$ cat src/rtl/spi_responder_if.sv
// spi_responder_if: SPI pad pins plus the host-side tx/rx signals of spi_responder.
interface spi_responder_if #(parameter int DATA_W = 8);
  logic spi_clk, spi_en, spi_mosi, spi_miso, spi_miso_oe;
  logic [DATA_W-1:0] tx_data, rx_data;
  logic tx_wr, tx_empty, rx_valid, tx_underrun, frame_abort, busy;
  modport slave (
    input  spi_clk, spi_en, spi_mosi, tx_data, tx_wr,
    output spi_miso, spi_miso_oe, tx_empty, rx_data, rx_valid, tx_underrun, frame_abort, busy
  );
  modport master (
    output spi_clk, spi_en, spi_mosi, tx_data, tx_wr,
    input  spi_miso, spi_miso_oe, tx_empty, rx_data, rx_valid, tx_underrun, frame_abort, busy
  );
endinterface

$ cat src/rtl/spi_responder.sv
// spi_responder: mode-3 SPI slave, pins oversampled in clk, one-deep tx holding register, pulsed rx.
module spi_responder #(
  parameter int DATA_W = 8,
  parameter int SYNC_STAGES = 2,
  parameter logic [DATA_W-1:0] UNDERRUN_WORD = 8'hFF
) (
  input logic clk,
  input logic rst,
  spi_responder_if.slave bus
);
  localparam int CW = $clog2(DATA_W);
  localparam logic [CW-1:0] LAST = CW'(DATA_W - 1);
  localparam logic [0:0] IDLE = 1'b0;
  localparam logic [0:0] SHIFT = 1'b1;
  logic [SYNC_STAGES-1:0] sclk_q, en_q, mosi_q;
  logic sclk_dly_q, en_dly_q;
  logic [0:0] state_q, state_d;
  logic [CW-1:0] bit_cnt_q, bit_cnt_d;
  logic [DATA_W-1:0] tx_shift_q, tx_shift_d, rx_shift_q, rx_shift_d;
  logic [DATA_W-1:0] hold_q, hold_d, rx_data_q, rx_data_d;
  logic tx_empty_q, tx_empty_d, miso_q, miso_d, oe_q, oe_d, done_q, done_d;
  logic rx_valid_q, underrun_q, underrun_d, abort_q, abort_d;
  logic sclk_s, en_s, mosi_s, sclk_rise, sclk_fall, en_rise, en_fall, last, load;
  assign sclk_s    = sclk_q[SYNC_STAGES-1];
  assign en_s      = en_q[SYNC_STAGES-1];
  assign mosi_s    = mosi_q[SYNC_STAGES-1];
  assign sclk_rise = sclk_s & ~sclk_dly_q;
  assign sclk_fall = ~sclk_s & sclk_dly_q;
  assign en_rise   = en_s & ~en_dly_q;
  assign en_fall   = ~en_s & en_dly_q;
  assign last      = bit_cnt_q == LAST;
  // a word is loaded at frame start and again when each word completes
  assign load      = (state_q == IDLE) ? en_fall : sclk_rise & last;
  always_comb begin
    state_d    = state_q;
    bit_cnt_d  = bit_cnt_q;
    tx_shift_d = tx_shift_q;
    rx_shift_d = rx_shift_q;
    miso_d     = miso_q;
    oe_d       = oe_q;
    done_d     = 1'b0;
    abort_d    = 1'b0;
    hold_d     = bus.tx_wr ? bus.tx_data : hold_q;
    tx_empty_d = load ? 1'b1 : bus.tx_wr ? 1'b0 : tx_empty_q;
    underrun_d = load & tx_empty_q & ~bus.tx_wr;
    rx_data_d  = done_q ? rx_shift_q : rx_data_q;
    if (state_q == IDLE) begin
      if (en_fall) begin
        state_d   = SHIFT;
        bit_cnt_d = '0;
        oe_d      = 1'b1;
      end
    end else begin
      if (sclk_fall) begin
        miso_d     = tx_shift_q[DATA_W-1];
        tx_shift_d = tx_shift_q << 1;
      end
      if (sclk_rise) begin
        rx_shift_d = {rx_shift_q[DATA_W-2:0], mosi_s};
        bit_cnt_d  = last ? '0 : bit_cnt_q + CW'(1);
        done_d     = last;
      end
      if (en_rise) begin
        state_d = IDLE;
        oe_d    = 1'b0;
        miso_d  = 1'b0;
        abort_d = bit_cnt_d != '0;
      end
    end
    if (load) tx_shift_d = bus.tx_wr ? bus.tx_data : tx_empty_q ? UNDERRUN_WORD : hold_q;
  end
  always_ff @(posedge clk or posedge rst) begin
    if (rst) begin
      sclk_q     <= '1;
      en_q       <= '1;
      mosi_q     <= '0;
      sclk_dly_q <= 1'b1;
      en_dly_q   <= 1'b1;
      state_q    <= IDLE;
      bit_cnt_q  <= '0;
      tx_shift_q <= '0;
      rx_shift_q <= '0;
      hold_q     <= '0;
      rx_data_q  <= '0;
      tx_empty_q <= 1'b1;
      miso_q     <= 1'b0;
      oe_q       <= 1'b0;
      done_q     <= 1'b0;
      rx_valid_q <= 1'b0;
      underrun_q <= 1'b0;
      abort_q    <= 1'b0;
    end else begin
      sclk_q     <= {sclk_q[SYNC_STAGES-2:0], bus.spi_clk};
      en_q       <= {en_q[SYNC_STAGES-2:0], bus.spi_en};
      mosi_q     <= {mosi_q[SYNC_STAGES-2:0], bus.spi_mosi};
      sclk_dly_q <= sclk_s;
      en_dly_q   <= en_s;
      state_q    <= state_d;
      bit_cnt_q  <= bit_cnt_d;
      tx_shift_q <= tx_shift_d;
      rx_shift_q <= rx_shift_d;
      hold_q     <= hold_d;
      rx_data_q  <= rx_data_d;
      tx_empty_q <= tx_empty_d;
      miso_q     <= miso_d;
      oe_q       <= oe_d;
      done_q     <= done_d;
      rx_valid_q <= done_q;
      underrun_q <= underrun_d;
      abort_q    <= abort_d;
    end
  end
  assign bus.spi_miso    = miso_q;
  assign bus.spi_miso_oe = oe_q;
  assign bus.tx_empty    = tx_empty_q;
  assign bus.rx_data     = rx_data_q;
  assign bus.rx_valid    = rx_valid_q;
  assign bus.tx_underrun = underrun_q;
  assign bus.frame_abort = abort_q;
  assign bus.busy        = state_q == SHIFT;
endmodule

$ cat src/flat_wrapper.sv
// flat-port wrapper written by rule: the top's interface ports become plain ports
module spi_responder_flat 
#(
  parameter int DATA_W = 8,
  parameter int SYNC_STAGES = 2,
  parameter logic [DATA_W-1:0] UNDERRUN_WORD = 8'hFF
)
  (clk, rst, bus_spi_clk, bus_spi_en, bus_spi_mosi, bus_tx_data, bus_tx_wr, bus_spi_miso, bus_spi_miso_oe, bus_tx_empty, bus_rx_data, bus_rx_valid, bus_tx_underrun, bus_frame_abort, bus_busy);
  spi_responder_if #(.DATA_W(DATA_W)) bus_i ();
  input logic clk;
  input logic rst;
  input wire logic [$bits(bus_i.spi_clk)-1:0] bus_spi_clk;
  input wire logic [$bits(bus_i.spi_en)-1:0] bus_spi_en;
  input wire logic [$bits(bus_i.spi_mosi)-1:0] bus_spi_mosi;
  input wire logic [$bits(bus_i.tx_data)-1:0] bus_tx_data;
  input wire logic [$bits(bus_i.tx_wr)-1:0] bus_tx_wr;
  output wire logic [$bits(bus_i.spi_miso)-1:0] bus_spi_miso;
  output wire logic [$bits(bus_i.spi_miso_oe)-1:0] bus_spi_miso_oe;
  output wire logic [$bits(bus_i.tx_empty)-1:0] bus_tx_empty;
  output wire logic [$bits(bus_i.rx_data)-1:0] bus_rx_data;
  output wire logic [$bits(bus_i.rx_valid)-1:0] bus_rx_valid;
  output wire logic [$bits(bus_i.tx_underrun)-1:0] bus_tx_underrun;
  output wire logic [$bits(bus_i.frame_abort)-1:0] bus_frame_abort;
  output wire logic [$bits(bus_i.busy)-1:0] bus_busy;
  assign bus_i.spi_clk = bus_spi_clk;
  assign bus_i.spi_en = bus_spi_en;
  assign bus_i.spi_mosi = bus_spi_mosi;
  assign bus_i.tx_data = bus_tx_data;
  assign bus_i.tx_wr = bus_tx_wr;
  assign bus_spi_miso = bus_i.spi_miso;
  assign bus_spi_miso_oe = bus_i.spi_miso_oe;
  assign bus_tx_empty = bus_i.tx_empty;
  assign bus_rx_data = bus_i.rx_data;
  assign bus_rx_valid = bus_i.rx_valid;
  assign bus_tx_underrun = bus_i.tx_underrun;
  assign bus_frame_abort = bus_i.frame_abort;
  assign bus_busy = bus_i.busy;
  spi_responder #(.DATA_W(DATA_W), .SYNC_STAGES(SYNC_STAGES), .UNDERRUN_WORD(UNDERRUN_WORD)) u_core (.clk(clk), .rst(rst), .bus(bus_i));
endmodule
$ cat config.mk
export PLATFORM = sky130hd
export DESIGN_NAME = spi_responder_flat
export DESIGN_NICKNAME = d
export VERILOG_FILES = /design/src/rtl/spi_responder_if.sv /design/src/rtl/spi_responder.sv /design/src/flat_wrapper.sv
export SDC_FILE = /design/constraint.sdc
export NUM_CORES = 1
export LEC_CHECK = 0
export ABC_AREA = 0
export CORE_ASPECT_RATIO = 0.9
export CORE_MARGIN = 10
export CORE_UTILIZATION = 60
export CTS_BUF_LIST = sky130_fd_sc_hd__clkbuf_8
export DETAILED_ROUTE_END_ITERATION = 7
export GPL_TIMING_DRIVEN = 0
export HOLD_SLACK_MARGIN = 0.08
export PLACE_DENSITY = 0.86
export SYNTH_ARGS = -nofsm -noshare
export SYNTH_HDL_FRONTEND = slang
export SYNTH_SLANG_ARGS = --single-unit
$ cat constraint.sdc
create_clock -name clk -period 2.8 [get_ports clk]
set_input_delay 0.28 -clock clk [delete_from_list [all_inputs] [get_ports clk]]
set_output_delay 0.28 -clock clk [all_outputs]
set_load 0.02 [all_outputs]
Word-level counts from Yosys, hierarchy flattened

Index checks and enable logic that the tools add are counted.

Bits in registers: 51
Bits of input ports: 14
Output and inout port bits: 15

Add/sub/neg operators: 1
Equality and inequality tests: 2
Muxes and demuxes: 25
Bitwise logic cells: 12
Reduce and logical (&&, ||, !) cells: 10

Operator list:

| operator                                     | count |
|---|---|
| two-way mux 8 bit                            | 5 |
| two-way mux 1 bit                            | 15 |
| two-way mux 3 bit                            | 5 |
| nonzero test 2 bit                           | 5 |
| AND reduction 2 bit                          | 4 |
| bitwise AND 1 bit                            | 7 |
| inverter 1 bit                               | 5 |
| adder 3 x 1 -> 3 bit (second input constant) | 1 |
| equality test 3 bit (second input constant)  | 1 |
| nonzero test 3 bit                           | 1 |
| != test 2 bit (second input constant)        | 1 |

Logic depth before layout (Yosys ltp)

Depth in word-level cells: 7
Gate-level depth with buffers: 7

Least setup slack after synthesis

Ideal clock, no wire load.

Path type: reg-to-reg
Start point: reg u_core.bit_cnt_q[0]
End point: reg u_core.tx_shift_q[1]
Library setup time: 0.125 ns
Data arrival time: 1.479 ns
Required time: 2.675 ns
Setup slack: 1.196 ns
Cell stages (with the launch flop): 8
Buffers on the path: 1
Clock period less this slack: 1.604 ns
Cell sequence: dfrtp_1 > ha_1 > ha_1 > nand2_1 > o22a_1 > buf_6 > mux2i_1 > mux2_2

Cells in the longest elaborated chain, start to end: 5
Elaborated cells on any way between the ends: 7
Classes of those cells: eq/ne (1); mux (2); bitwise (1); reduce/logical (3)

RTL lines:

| element                              | line                 | source |
|---|---|---|
| from (decl)                          | spi_responder.sv:18  | `logic [CW-1:0] bit_cnt_q, bit_cnt_d;` |
| from (signal assigned)               | spi_responder.sv:99  | `bit_cnt_q <= bit_cnt_d;` |
| equality test 3 bit *                | spi_responder.sv:31  | `assign last = bit_cnt_q == LAST;` |
| bitwise AND 1 bit *                  | spi_responder.sv:33  | `assign load = (state_q == IDLE) ? en_fall : sclk_rise & last;` |
| two-way mux 1 bit *                  | spi_responder.sv:33  |  |
| nonzero test 2 bit (no source line)  | --                   |  |
| AND reduction 2 bit (no source line) | --                   |  |
| to (signal assigned)                 | spi_responder.sv:100 | `tx_shift_q <= tx_shift_d;` |
| to (decl)                            | spi_responder.sv:19  | `logic [DATA_W-1:0] tx_shift_q, tx_shift_d, rx_shift_q, rx_shift_d;` |

Mark *: on every way between the ends. The rest lies on a longest branch, timed or not.
A chain may end at the register's enable or synchronous reset.

Final worst setup path

Start point: reg u_core.bit_cnt_q[0]
End point: reg u_core.tx_shift_q[4]

The elaborated chain is that of the path after synthesis.

==> summary.txt <==
Max-cap violations: 0
CP required: 2990 ps
commonest non-fill, non-tap cell in the layout: dfrtp_1
Die Height: 76.0 µm
family with the most delay on the worst path: flip-flops
Syn Std Cell Area: 0.00209 mm²
placed cells: 226
layout cells sized above 1: 25.8%
Buf+Inv Stages, Crit Path: 1
Setup CP Type: register to register
post-synthesis cell count: 154
setup violators final: 0
r2r setup slk: 1000 ps
H-tree Lvls: 2
clock tree buffer depth: 2
Post-CTS Setup Inserts: 0
largest net degree at the start of global routing: 47
Slew @ Worst Pin: 430 ps
Post-Layout Cell Count: 234
Worst Path Arrival: 1990 ps
Syn-to-layout area delta: 21.9%
post-synthesis cell type count: 28
Max transition margin: 71.3%
antenna violations before repair: 0
Vias/cell: 5.17
Crit path top cell by count: ha_1
Wirelength per Cell: 15.0 µm
Slowest-stage cell, CP: dfrtp_1
drt total wl: 3520 µm
minimum clock period: 1800 ps
FF-to-FF Start: u_core.bit_cnt_q[0]$_DFFE_PP0P_
Ys Warns: 0
Worst setup SP type: register
Post-DRT Antenna Nets: 0
Crit. End Element: register
#FFs+latches synth: 51
PortBufs: 27
Initial DRC Count: 61
status: finished clean
post-layout worst setup margin: 1000 ps
cells along the critical path: ha_1, ha_1, nand2_1, o22a_1, buf_6, mux2i_1, mux2_2
Leak: 1.20 nW
Initial Util: 62.3%
worst hold slack: 170 ps
drt pass-1 iters: 4
drc violations: 0
CTS sink count: 51
number of global-route vias before repair: 1,292
post-cts sizing count: 0
core area: 0.00335 mm²
CP max stage delay: 460 ps
antenna cells: 0
I/O pin total: 29
Skew-Pair Late Insertion Delay: 300 ps
placement row count: 20
final global-route overflow total: 0
Root Driver: clkbuf_8
pre-CTS setup slack: 1030 ps
Die W: 82.2 µm
most frequent cells in the layout: 44 x dfrtp_1, 27 x clkdlybuf4s50_1, 26 x mux2_2, 10 x nor2b_1
# nets final: 205
clk_skew: 8.95 ps
first-pass GRT wire length: 6020 µm
max-slew violation count: 0
CTS tree: built
Final period util: 64.3%
Clk pin slew, worst setup/hold paths: 90 ps
DPL Wire Length: 2640 µm
Final TNS setup: 0 ps
Synthesized Nets: 170
Setup crit start: u_core.bit_cnt_q[0]$_DFFE_PP0P_
P per Cell Area: 715 mW/mm²
die area: 0.00625 mm²
Worst Path Max Fanout: 10
CTS Hold Bufs: 0
Avg Cell Area, Syn: 13.6 µm²
cts bufs inserted: 5
Hold Crit Class: input pin to async pin
Hold Fails Final Rpt: 0
gpl congestion: 0.739
RSZ-0062 raised after global routing: false
maximum vdd drop: 0.544 mV
share of the yosys chip area belonging to registers: 61.5%
Vias: 1,210
Total GRT Usage: 12.0%
fmax: 556 MHz
==> kinds of logic (layout without fill, tap and decap cells) <==
family | Yosys count | count (layout) | share of synthesized area, %
flops | 51 | 51 | 61.5
buf+inv | 17 | 53 | 4.07
compound gates | 9 | 9 | 3.17
mux | 41 | 41 | 21.6
simple gates | 34 | 34 | 8.44
fa+ha+maj | 2 | 2 | 1.20
==> power breakdown <==
| group | leakage, nW | switching (mW) | internal (mW) |
|---|---|---|---|
| clock network | 0.0581 | 0.234 | 0.266 |
| registers | 0.633 | 0.0853 | 0.878 |
| logic | 0.507 | 0.158 | 0.201 |
| total | 1.20 | 0.477 | 1.35 |
==> synthesized netlist by cell type <==
cell,n,area share (%)
nand2b_1,3,0.90
a31o_1,1,0.42
ha_1,2,1.2
buf_1,1,0.18
dfstp_2,7,8.8
mux2_1,7,3.8
clkbuf_1,1,0.18
dfrtp_1,44,53
buf_4,1,0.36
o21ai_0,1,0.24
inv_1,10,1.8
a21o_1,1,0.36
or2b_1,1,0.36
nor4_1,2,0.60
buf_6,2,1.1
a32o_1,1,0.48
mux2i_1,8,3.8
a21oi_1,1,0.24
o2bb2ai_1,1,0.42
nand2_1,9,1.6
nor2b_1,10,3.0
o22ai_1,2,0.60
and2b_2,1,0.42
nor3_1,2,0.48
o22a_1,1,0.42
mux2_2,26,14
buf_2,2,0.48
nor2_1,6,1.1
==> through the flow <==
step           utilization, %  total power, mW  cell area (µm²)
2_1_floorplan               -             1.21             2090
3_3_place_gp             72.0             1.30             2410
3_5_place_dp             72.6             1.34             2430
4_1_cts                  76.0             1.84             2550
5_1_grt                  76.0             1.93             2550
6_report                 76.0             1.82             2550
==> worst paths after layout <==
| check | endpoint | cells past startpoint |
|---|---|---|
| min in group clk | u_core.hold_q[2]$_DFFE_PP0P_ | 2 |
| max in group asynchronous | u_core.en_dly_q$_DFF_PP1_ | 3 |
| worst max register to register | u_core.tx_shift_q[4]$_DFFE_PP0P_ | 7 |
| worst min register to register | u_core.mosi_q[1]$_DFF_PP0_ | 0 |
| worst min-delay path | u_core.bus.rx_data[3]$_DFFE_PP0P_ | 2 |
| worst max-delay path | u_core.tx_shift_q[4]$_DFFE_PP0P_ | 7 |
==> state kept, by name, indices dropped and copies added, names as in the netlist <==
name,count
u_core.bus.spi_miso,1
u_core.en_q,2
u_core.bus.rx_data,8
u_core.bus.spi_miso_oe,1
u_core.bus.frame_abort,1
u_core.rx_shift_q,8
u_core.done_q,1
u_core.mosi_q,2
u_core.sclk_dly_q,1
u_core.bus.busy,1
u_core.bus.rx_valid,1
u_core.bus.tx_underrun,1
u_core.bit_cnt_q,3
u_core.en_dly_q,1
u_core.sclk_q,2
u_core.bus.tx_empty,1
u_core.hold_q,8
u_core.tx_shift_q,8
==> per-layer routing <==
| metal | global-route usage (%) | vias up | routed length [µm] |
|---|---|---|---|
| met5 | 0 | - | 0 |
| met4 | 4.08 | 0 | 40 |
| met3 | 3.42 | 5 | 152 |
| met2 | 19.1 | 19 | 1800 |
| met1 | 15.1 | 601 | 1530 |
| li1 | - | 585 | - |
==> layout make-up <==
cell class	count	area [µm²]
Sequential cell	51	1280
Tap cell	44	55.1
Clock buffer	5	68.8
Fill cell	217	806
Buffer	7	47.5
Timing Repair Buffer	28	290
Clock inverter	3	43.8
Multi-Input combinational cell	86	719
Inverter	10	37.5
Note: power is estimated with default switching activity, not from simulation.
